### src/rtl/tdc_cnt.sv
// Counter-based time-to-digital converter: measures start-edge to stop-edge
// interval in clk periods and hands the code out over a valid/ready handshake.
//
// state | meaning
// IDLE  | waiting for arm
// ARMED | waiting for a start edge
// COUNT | counting cycles until a stop edge or saturation
// DONE  | result presented, waiting for ready
module tdc_cnt #(
  parameter int W           = 8,
  parameter int SYNC_STAGES = 2
) (
  input  logic         clk,
  input  logic         rst_n,
  input  logic         start,
  input  logic         stop,
  input  logic         arm,
  output logic         busy,
  output logic [W-1:0] code,
  output logic         ovf,
  output logic         valid,
  input  logic         ready
);

  typedef enum logic [1:0] {
    IDLE  = 2'd0,
    ARMED = 2'd1,
    COUNT = 2'd2,
    DONE  = 2'd3
  } state_t;

  localparam logic [W-1:0] CNT_MAX = '1;

  state_t                 state, state_nxt;
  logic [W-1:0]           cnt;
  logic [SYNC_STAGES-1:0] start_sync, stop_sync;
  logic                   start_hist, stop_hist;
  logic                   start_edge, stop_edge;

  // Both paths are identical so their latency cancels in the difference.
  always_ff @(posedge clk or negedge rst_n) begin
    if (!rst_n) begin
      start_sync <= '0;
      stop_sync  <= '0;
      start_hist <= 1'b0;
      stop_hist  <= 1'b0;
    end else begin
      start_sync <= {start_sync[SYNC_STAGES-2:0], start};
      stop_sync  <= {stop_sync[SYNC_STAGES-2:0], stop};
      start_hist <= start_sync[SYNC_STAGES-1];
      stop_hist  <= stop_sync[SYNC_STAGES-1];
    end
  end

  assign start_edge = start_sync[SYNC_STAGES-1] & ~start_hist;
  assign stop_edge  = stop_sync[SYNC_STAGES-1] & ~stop_hist;

  always_ff @(posedge clk or negedge rst_n) begin
    if (!rst_n) begin
      state <= IDLE;
    end else begin
      state <= state_nxt;
    end
  end

  always_comb begin
    state_nxt = state;
    case (state)
      IDLE: begin
        if (arm) state_nxt = ARMED;
      end
      ARMED: begin
        if (start_edge && stop_edge) state_nxt = DONE;
        else if (start_edge)         state_nxt = COUNT;
      end
      COUNT: begin
        if (stop_edge || cnt == CNT_MAX) state_nxt = DONE;
      end
      DONE: begin
        if (ready) state_nxt = IDLE;
      end
      default: state_nxt = IDLE;
    endcase
  end

  always_comb begin
    busy  = (state != IDLE);
    valid = (state == DONE);
  end

  // Stop has priority over saturation, so a stop in the last cycle is a real code.
  always_ff @(posedge clk or negedge rst_n) begin
    if (!rst_n) begin
      cnt  <= '0;
      code <= '0;
      ovf  <= 1'b0;
    end else begin
      case (state)
        ARMED: begin
          if (start_edge && stop_edge) begin
            code <= '0;
            ovf  <= 1'b0;
          end else if (start_edge) begin
            cnt <= W'(1);
          end
        end
        COUNT: begin
          if (stop_edge) begin
            code <= cnt;
            ovf  <= 1'b0;
          end else if (cnt == CNT_MAX) begin
            code <= CNT_MAX;
            ovf  <= 1'b1;
          end else begin
            cnt <= cnt + W'(1);
          end
        end
        default: begin
        end
      endcase
    end
  end

endmodule
### config.mk
export PLATFORM = sky130hd
export DESIGN_NAME = tdc_cnt
export DESIGN_NICKNAME = d
export VERILOG_FILES = /design/src/rtl/tdc_cnt.sv
export SDC_FILE = /design/constraint.sdc
export NUM_CORES = 1
export LEC_CHECK = 0
export ABC_AREA = 0
export CORE_ASPECT_RATIO = 0.5
export CORE_MARGIN = 5
export CORE_UTILIZATION = 40
export DETAILED_ROUTE_END_ITERATION = 10
export GPL_TIMING_DRIVEN = 0
export PLACE_DENSITY = 0.65
export SLEW_MARGIN = 20
export SYNTH_ARGS = -nofsm -noshare
export SYNTH_HDL_FRONTEND = slang
export SYNTH_SLANG_ARGS = --single-unit
### constraint.sdc
create_clock -name clk -period 1.78 [get_ports clk]
set_input_delay 0.267 -clock clk [delete_from_list [all_inputs] [get_ports clk]]
set_output_delay 0.267 -clock clk [all_outputs]
set_load 0.02 [all_outputs]
==> qor.txt <==
CTS Buffer Depth: 2
EDFF count, synth: 0
fmax: 0.5848 GHz
Synth Flop Type: dfrtp_1
worst setup path class: reg -> reg
Max VDD drop: 0.7467 mV
input/output buffers: 16
first-pass GRT wire length: 4685 um
CP max FO: 9
leakage power: 0.7383 nW
placer congestion estimate: 0.8335
cell with the most instances after synthesis: dfrtp_1
drt pass-1 iters: 4
post-route design area: 1620 sq um
Hold Crit Class: reg -> reg
Placed Area: 1506 sq um
DR vias: 1,003
syn nets: 131
top cells by count, synth: dfrtp_1 (25), nor2_1 (11), nand2_1 (7), o2bb2ai_1 (7), ha_1 (6)
critical-path cell list: ha_2 > nand4_2 > o21ai_4 > a21boi_4 > a2111o_1
1st-iter DRT viols: 48
pin count of the biggest net entering global routing: 26
crit-path max cell delay: 0.43 ns
Via density: 5.511
measured slew at the worst slew-check pin: 0.5453 ns
die width: 90.51 um
mean routed wirelength per cell: 15.50 um
post-synth top area cell: dfrtp_1
Die ar.: 4548 sq um
Worst Setup Start Kind: flop
Clock H-tree levels: 1
IO Pins: 17
min cycle time layout: 1.710 ns
CTS tree: yes
Root Driver: clkbuf_8
ANT nets after route: 0
GR Overflow Total: 0
crit path DAT: 1.88 ns
endpoints failing setup: 0
clock sink count: 25
max_cap viols: 0
share of cells above drive strength 1: 21.83%
Final period util: 96.07%
worst clock skew: 0.009784 ns
Num CTS Buffers: 3
vias in the first global route: 962
Required @ worst endpoint: 1.95 ns
Slew Limit Headroom: 63.64%
synth unique cells: 47
Post-route DRC: 0
diode count: 0
initial antenna violation count: 0
post-synth top area share: 48.26%
core region area: 3048 sq um
power per cell area: 1515 nW/um^2
Clock transition at path regs: 0.10 ns
Routed WL: 2821 um
Total GRT Usage: 12.54%
total power: 2.455 mW
initial core utilization: 42.53%
area delta synth->final: 25.00%
FF-to-FF setup slack: 0.07 ns
Worst path slowest cell: dfrtp_2
syn avg cell area: 10.89 sq um
final hold vios: 0
DP HPWL: 2017 um
clk_lat worst skew: 0.28 ns
Final #Nets: 155
Die Y-Extent: 50.26 um
ranking of synthesized cells by area: dfrtp_1 (48%), ha_1 (5.8%), o2bb2ai_1 (4.7%)
worst hold slack: 0.3543 ns
Seq/Total Area, Yosys: 48.26%
Crit. End Element: flop
Slew Viols, Final: 0
Cell Area, Synth: 1296 sq um
post-synthesis sequential element count: 25
status: completed
Site Rows: 14
synth warn: 0
Mapped Cells: 119
Async S/R FF share, synth: 100.0%
kinds of logic after synthesis:
kind of cell,synth area share [%]
AOI/OAI and AO/OA,24.52
adders and majority gates,5.791
buffers and inverters,2.992
DFF,48.26
muxes,1.641
and+or+nand+nor,16.80
per-layer routing:
metal	wire [um]	GRT usage [%]	share of wire [%]
met5	0	0	0
met4	43	3.713	1.5
met3	136	3.582	4.8
met2	1118	16.51	40
met1	1523	19.38	54
repair_timing:
item / CTS / global route
endpoints found under the hold margin: 0 / 16
endpoints found under the setup margin: 15 / 16
hold buffers: 0 / 1
pin swaps: 0 / 2
buffers inserted: 0 / 3
gates resized for setup: 6 / 11
per-stage QoR:
stage	setup TNS [ns]	worst slack (ns)	utilization, %	cells
floorplan	0	0.02072	-	119
global placement	-0.1804	-0.1751	49.43	175
detailed placement	-0.3168	-0.2034	49.43	175
CTS	-0.02534	-0.02534	51.27	178
global route	-0.02607	-0.02174	53.16	182
finish	0	0.06996	53.16	182
worst max-delay path, delay by kind of cell (launching register included):
kind | cells | cell delay [ns]
DFF | 1 | 0.43
AOI/OAI and AO/OA | 3 | 0.77
adders and majority gates | 1 | 0.24
and+or+nand+nor | 1 | 0.16
layout by cell type (no fill, tap or decap), types with 3 or more instances in the layout:
cell             count
o2bb2ai_1            7
a21oi_1              4
inv_1                3
clkdlybuf4s50_1     13
clkbuf_8             3
o211ai_1             3
dfrtp_2              3
nand2_1              7
and2_1               3
buf_4                3
dfrtp_1             22
a31oi_1              5
ha_1                 3
nor2_1              10
final cells by class:
type | count | area [sq um]
plain buffers | 2 | 12.51
flip-flops and latches | 25 | 629.4
fillers | 288 | 1428
clock buffers | 3 | 41.29
clock inverters | 1 | 8.758
well taps | 40 | 50.05
inverters | 6 | 25.02
repair buffers | 20 | 192.7
multi-input cells | 85 | 660.6
power by group:
part,switching (mW),internal (mW)
Clock,0.193,0.164
Sequential,0.116,0.714
Combinational,0.663,0.605
Total,0.972,1.48
state kept, by name, summed over array words and instances, names as in the netlist:
signal and count:
start_hist 1, stop_sync 2, code 8, ovf 1, stop_hist 1, state 2, cnt 8, start_sync 2
worst paths after layout:
| kind | startpoint | end | cells after the start |
|---|---|---|---|
| setup / recovery | cnt[0] | code[0] | 5 |
| hold / removal | start_sync[0] | start_sync[1] | 0 |
| setup reg to reg | cnt[0] | code[0] | 5 |
| hold reg to reg | start_sync[0] | start_sync[1] | 0 |
| max in group asynchronous | rst_n | state[0] | 2 |
| min in group asynchronous | rst_n | code[1] | 2 |
No activity file was read; power rests on OpenSTA's default activity.
